`src/rtl/alu_reg_sequencer.sv`:
```
// ---------------------------------------------------------------------------
// alu_reg_sequencer
//
// Multi-cycle control unit for the ALU / register-bank / data-memory datapath.
// Accepts one 48-bit instruction per handshake and then drives the datapath
// control inputs for 1 (ALU, STORE) or 2 (LOAD) cycles.  It also keeps the
// architectural carry flag.
//
// Handshake: an instruction is captured on a rising CLK edge where
// INSTR_VALID and INSTR_READY are both high.  INSTR_READY is high only in
// IDLE.  VALID seen while BUSY is ignored; the issuer holds INSTR/VALID until
// it is accepted.
//
// Ports
//   CLK, RST_N        clock (rising edge), asynchronous active-low reset
//   INSTR_VALID/READY instruction handshake
//   INSTR             instruction word
//   CY_OUT            carry out of the datapath ALU
//   SEL_A_RB/SEL_B_RB register-bank read selects
//   C_SEL_RB          register-bank write select (PARK_SEL = no write)
//   ALUC_IN, CY_IN    ALU op code and carry in
//   Shifter_Sel       shifter mode
//   Y_X_Kmx_Sel       B operand mux (0 register, 1 immediate Y_KMx_IN)
//   Y_KMx_IN          immediate operand
//   DAddr, MR, MW     data-memory address and read/write strobes
//   BUSY, DONE        in-progress flag, last-active-cycle pulse
//   CY_FLAG           architectural carry flag
//   state_dbg         current FSM state, for observation only
// ---------------------------------------------------------------------------
module alu_reg_sequencer #(
  parameter logic [5:0] PARK_SEL = 6'd63,
  parameter int         INSTR_W  = 48
) (
  input  logic               CLK,
  input  logic               RST_N,
  input  logic               INSTR_VALID,
  output logic               INSTR_READY,
  input  logic [INSTR_W-1:0] INSTR,
  input  logic               CY_OUT,
  output logic [5:0]         SEL_A_RB,
  output logic [5:0]         SEL_B_RB,
  output logic [5:0]         C_SEL_RB,
  output logic [3:0]         ALUC_IN,
  output logic               CY_IN,
  output logic [1:0]         Shifter_Sel,
  output logic               Y_X_Kmx_Sel,
  output logic [15:0]        Y_KMx_IN,
  output logic [9:0]         DAddr,
  output logic               MR,
  output logic               MW,
  output logic               BUSY,
  output logic               DONE,
  output logic               CY_FLAG,
  output logic [2:0]         state_dbg
);

  typedef enum logic [2:0] {
    IDLE   = 3'd0,
    EXEC   = 3'd1,
    MEM_RD = 3'd2,
    MEM_WB = 3'd3,
    MEM_WR = 3'd4
  } state_t;

  state_t state, state_nx;

  // Only the meaningful fields are held: [47:21] and [15:0].
  // The reserved field [20:16] never reaches any logic.
  logic [26:0] ir_hi;
  logic [15:0] ir_imm;
  logic        unused_rsv;

  assign unused_rsv = ^INSTR[20:16];

  logic [1:0] f_type;
  logic [3:0] f_aluc;
  logic [1:0] f_shift;
  logic       f_cym;
  logic [5:0] f_c;
  logic [5:0] f_a;
  logic [5:0] f_b;

  assign f_type  = ir_hi[26:25];
  assign f_aluc  = ir_hi[24:21];
  assign f_shift = ir_hi[20:19];
  assign f_cym   = ir_hi[18];
  assign f_c     = ir_hi[17:12];
  assign f_a     = ir_hi[11:6];
  assign f_b     = ir_hi[5:0];

  logic accept;
  assign accept = (state == IDLE) && INSTR_VALID;

  always_ff @(posedge CLK or negedge RST_N) begin
    if (!RST_N) begin
      state   <= IDLE;
      ir_hi   <= '0;
      ir_imm  <= '0;
      CY_FLAG <= 1'b0;
    end else begin
      state <= state_nx;
      if (accept) begin
        ir_hi  <= INSTR[47:21];
        ir_imm <= INSTR[15:0];
      end
      // The carry flag is architectural state of ALU ops only.
      if (state == EXEC) begin
        CY_FLAG <= CY_OUT;
      end
    end
  end

  // Next state from state + INSTR type; every control output comes from
  // state + registered IR only, so nothing on INSTR reaches the datapath
  // combinationally.
  always_comb begin
    state_nx    = state;
    INSTR_READY = 1'b0;
    SEL_A_RB    = '0;
    SEL_B_RB    = '0;
    C_SEL_RB    = PARK_SEL;
    ALUC_IN     = '0;
    CY_IN       = 1'b0;
    Shifter_Sel = '0;
    Y_X_Kmx_Sel = 1'b0;
    Y_KMx_IN    = '0;
    DAddr       = '0;
    MR          = 1'b0;
    MW          = 1'b0;
    DONE        = 1'b0;

    case (state)
      IDLE: begin
        INSTR_READY = 1'b1;
        if (INSTR_VALID) begin
          case (INSTR[47:46])
            2'b10:   state_nx = MEM_RD;
            2'b11:   state_nx = MEM_WR;
            default: state_nx = EXEC;
          endcase
        end
      end
      EXEC: begin
        SEL_A_RB    = f_a;
        SEL_B_RB    = f_b;
        C_SEL_RB    = f_c;
        ALUC_IN     = f_aluc;
        Shifter_Sel = f_shift;
        Y_X_Kmx_Sel = f_type[0];
        Y_KMx_IN    = (f_type == 2'b01) ? ir_imm : 16'h0000;
        CY_IN       = f_cym & CY_FLAG;
        DONE        = 1'b1;
        state_nx    = IDLE;
      end
      MEM_RD: begin
        // Address phase: the register write is held off until data returns.
        MR       = 1'b1;
        DAddr    = ir_imm[9:0];
        state_nx = MEM_WB;
      end
      MEM_WB: begin
        MR       = 1'b1;
        DAddr    = ir_imm[9:0];
        C_SEL_RB = f_c;
        DONE     = 1'b1;
        state_nx = IDLE;
      end
      MEM_WR: begin
        // Port A carries the store data to memory.
        MW       = 1'b1;
        DAddr    = ir_imm[9:0];
        SEL_A_RB = f_a;
        DONE     = 1'b1;
        state_nx = IDLE;
      end
      default: begin
        state_nx = IDLE;
      end
    endcase
  end

  assign BUSY      = (state != IDLE);
  assign state_dbg = state;

endmodule
```
`config.mk`:
```
export PLATFORM = sky130hd
export DESIGN_NAME = alu_reg_sequencer
export DESIGN_NICKNAME = d
export VERILOG_FILES = /design/src/rtl/alu_reg_sequencer.sv
export SDC_FILE = /design/constraint.sdc
export NUM_CORES = 1
export LEC_CHECK = 0
export CORE_ASPECT_RATIO = 1.25
export CORE_MARGIN = 1
export CORE_UTILIZATION = 43
export DETAILED_ROUTE_END_ITERATION = 10
export PLACE_DENSITY = 0.83
export SYNTH_ARGS = -nofsm -noshare
export SYNTH_HDL_FRONTEND = slang
export SYNTH_SLANG_ARGS = --single-unit
export TNS_END_PERCENT = 50
```
`constraint.sdc`:
```
create_clock -name CLK -period 5.2 [get_ports CLK]
set_clock_uncertainty 0.2 [all_clocks]
set_input_delay 1.3 -clock CLK [delete_from_list [all_inputs] [get_ports CLK]]
set_output_delay 1.3 -clock CLK [all_outputs]
set_load 0.05 [all_outputs]
```
Word level (Yosys, flattened, before mapping)
Cells that the tools add are included.
- eq/ne operators: 8
- mux-type cells: 17
- bitwise gates (word level): 1
- reduce and logical (&&, ||, !) cells: 8
- operators with widths (operator ; count):
    $mux W16 ; 2
    $mux W6 ; 3
    $pmux W3 S2 ; 2
    $mux W10 ; 1
    $eq A3 B2 Y1 const B ; 2
    $mux W1 ; 6
    $reduce_or A2 Y1 ; 3
    $reduce_or A3 Y1 ; 2
    $eq A2 B2 Y1 const B ; 2
    $mux W4 ; 1
    $eq A3 B1 Y1 const B ; 1
    $eq A3 B3 Y1 const B ; 1
    $logic_not A3 Y1 ; 1
    $mux W3 ; 1
    $reduce_bool A3 Y1 ; 1
    $eq A2 B1 Y1 const B ; 1
    $mux W2 ; 1
    $ne A2 B2 Y1 const B ; 1
    $and A1 B1 Y1 ; 1
    $logic_and A1 B1 Y1 ; 1
- register bits: 47
- input port bits: 52
- output and inout port bits: 61
- logic and storage cells: 38

Logic depth before layout (Yosys ltp)
- word-level depth: 4
- gate-level depth with buffers: 5
- mapped depth without buffers: 3

Worst setup path after synthesis
Ideal clock, no wire load.
- kind: register to output
- from: reg state[1] (netlist: state_dbg[1])
- to: out Y_KMx_IN[10]
- arrival time: 2998 ps
- required time: 3700 ps
- path slack: 702 ps
- stages on the path, launching flop included: 5
- buffers on the path: 2
- cells stage by stage: dfrtp_1 > buf_2 > nand3b_1 > buf_2 > nor4b_1
- cells in the longest elaborated chain, start to end: 2
- ends and longest elaborated chain (element ; line ; source):
    start, declared ; 65 ; state_t state, state_nx;
    start signal, assigned ; 101 ; state <= state_nx;
    $eq A3 B1 Y1 ; 132 ; case (state)
    $mux W16 ; 132 ;
    end, declared ; 47 ; output logic [15:0] Y_KMx_IN,
No other way between the ends.

Final worst setup path
- from: reg state[1] (netlist: state_dbg[1])
- to: out Y_KMx_IN[11]
The elaborated chain is that of the path after synthesis.

==> run summary <==
status -> finished clean
Pwr Total -> 0.002040 W
Commonest cells post-synth -> 47 x dfrtp_1, 41 x mux2_2, 16 x nor4b_1
number of antenna violations at the first check in global routing -> 0
RSZ-0062 raised after global routing -> no
CTS Sinks -> 47
Area Growth Syn to Fin -> 50.93%
CP Launch Point -> state_dbg[1]
Final Max Slew Viols -> 0
Worst Setup EP -> Y_KMx_IN[11]
vias in the first global route -> 1,846
most common cell in the netlist -> dfrtp_1
post-synthesis area per instance -> 12.91 um2
Max-Cap Viols -> 0
post-DP HPWL -> 3722 um
FFs w/ async S/R, synth -> 1.000
Leak -> 1.344 nW
Clock power frac -> 0.108
VDD IR max -> 0.3331 mV
total track usage -> 0.1998
Synth Flop Type -> dfrtp_1
switching pwr -> 0.0009054 W
Worst Setup Start Kind -> register
Compound-Gate Fraction of Synth Area -> 0.03943
CTS tree -> done
DRC violations left -> 0
footprint of the multi-input gates -> 996.0 um2
Yosys cell types -> 23
Synth Net Count -> 229
Util after Layout -> 0.6788
peak fanout along the critical path -> 17
Synth Instances -> 177
Power Internal -> 0.001134 W
DRT antenna net count -> 0
buffers added on ports -> 107
detailed router's first-iteration violation count -> 32
grt total ovfl -> 0
Filler cells -> 415
later-pin clock latency in the skew report -> 290 ps
Die Area -> 5610 um2
Critical Path Sink Type -> output pin
setup TNS -> 0 ps
Ant. Diodes -> 0
DR vias/cell -> 5.135
post-cts gate resize count -> 0
cell area after synthesis -> 2285 um2
Yosys top cell area share -> 0.5148
Final Setup Violations -> 0
hold path start -> ir_hi[6]
Post-synth EDFFs -> 0
reg2reg path depth -> 3
final net count -> 332
largest family of logic cells by synthesized area -> multiplexers
dominant cell type by area after synthesis -> dfrtp_1
CORE AREA -> 5080 um2
combinational power share -> 0.565
number of CTS-inserted buffers -> 5
hold_buf cts -> 0
Post-Synth XOR/XNOR Area -> 0.003834
top post-synthesis cells by area -> dfrtp_1 51%, mux2_2 20%, nor4b_1 6.1%
sw frac -> 0.4439
Synth warnings -> 0
mux contribution to synthesized area -> 0.2169
final WL -> 5180 um
Die W -> 67.20 um
critical path type -> reg -> out
Clk pin slew, worst setup/hold paths -> 80 ps
clock buffer depth -> 2
drt first pass iters -> 4
Max transition margin -> 0.3198
Tcrit/Tclk final -> 0.8542
Area after DPL -> 3361 um2
# IOs -> 113
row cnt -> 29
f_max -> 225.1 MHz
layout cells sized above 1 -> 0.1964
largest net degree at the start of global routing -> 48
post-route cell area -> 3448 um2
r2r startpoint -> state_dbg[1]
FF-to-FF setup slack -> 2690 ps
Critical Path RT -> 3700 ps
initial core utilization -> 0.4498
register area -> 1176 um2
final hold vios -> 0
Post-Synth Adder-Cell Area -> 0
FF-to-FF End -> ir_hi[13]
postcts setup bufs -> 0
via count -> 1,756
Routed WL per cell -> 15.15 um
Power Dens Cells -> 591.5 nW/um2
sequential area share after synthesis -> 0.5148
GPL Wtd Cong -> 0.7430
Simple-Gate Fraction of Synth Area -> 0.1758
number of register bits inferred by synthesis -> 47
first-pass GRT wire length -> 8487 um
sequential share of power -> 0.327
CTS Root Buffer Type -> clkbuf_8
die height -> 83.50 um
min-delay worst type -> reg -> reg
Tmin final -> 4442 ps
crit path DAT -> 2940 ps
Worst Max-Slew Pin Slew -> 1020 ps
H-tree level count -> 2
==> per-layer routing <==
layer	global-route usage	wire length (um)	vias to the layer above
met2	0.3355	2608	71
met3	0.05055	329	9
li1	-	-	831
met1	0.2382	2147	845
met5	0	0	-
met4	0.07737	95	0
==> critical path, cell delays in order, from the launching register on <==
cell	delay, ps
dfrtp_1	570
nand3b_1	660
nor4b_1	530
clkdlybuf4s50_1	880
==> registers in the layout, indices dropped and copies added (netlist names) <==
register and cells:
state_dbg 3, CY_FLAG 1, ir_hi 27, ir_imm 16
==> cell families (layout without fill, tap and decap cells) <==
group | count (synthesis) | in the layout
xor gates and xnor gates | 1 | 1
muxes | 44 | 44
DFF | 47 | 47
and+or+nand+nor | 54 | 54
buffers and inverters | 19 | 122
AOI/OAI and AO/OA | 12 | 12
==> final cells by class <==
type,instances,share of cell area
Sequential cell,47,0.3411
Timing Repair Buffer,111,0.3179
Multi-Input combinational cell,111,0.2888
Clock buffer,6,0.02395
Tap cell,62,0.02250
Inverter,4,0.004354
Clock inverter,1,0.001451
==> power by group through the flow <==
stage | sequential [W] | combinational (W) | clock (W)
floorplan | 0.000649 | 0.000850 | 0
global placement | 0.000666 | 0.00114 | 0
detailed placement | 0.000677 | 0.00116 | 0
CTS | 0.000670 | 0.00116 | 0.000228
global route | 0.000697 | 0.00121 | 0.000238
finish | 0.000667 | 0.00115 | 0.000221
==> per-stage QoR <==
step,hold WS [ps],std cells,setup WS (ps)
after floorplan,249.2,177,701.9
after global placement,264.6,335,1123
after detailed placement,273.7,335,1072
after CTS,298.6,342,744.3
after global routing,310.0,342,563.2
final,296.4,342,758.4
==> how the worst min path moves through the flow <==
stage	slack, ps	cells after the start	to
global placement	260	1	ir_hi[6]
CTS	300	1	ir_hi[8]
finish	300	1	ir_hi[6]
detailed placement	270	1	ir_hi[8]
floorplan	250	1	ir_hi[6]
global route	310	1	ir_hi[8]
==> layout by cell type (no fill, tap or decap), types with 3 or more instances in the layout <==
cell,n
clkdlybuf4s50_1,106
dfrtp_1,47
mux2_1,3
buf_4,4
nand2b_1,9
mux2_2,41
nor4b_1,16
clkbuf_8,6
a21boi_0,10
nor3b_1,7
inv_1,4
and2_1,12
Note: power is estimated with default switching activity, not from simulation.
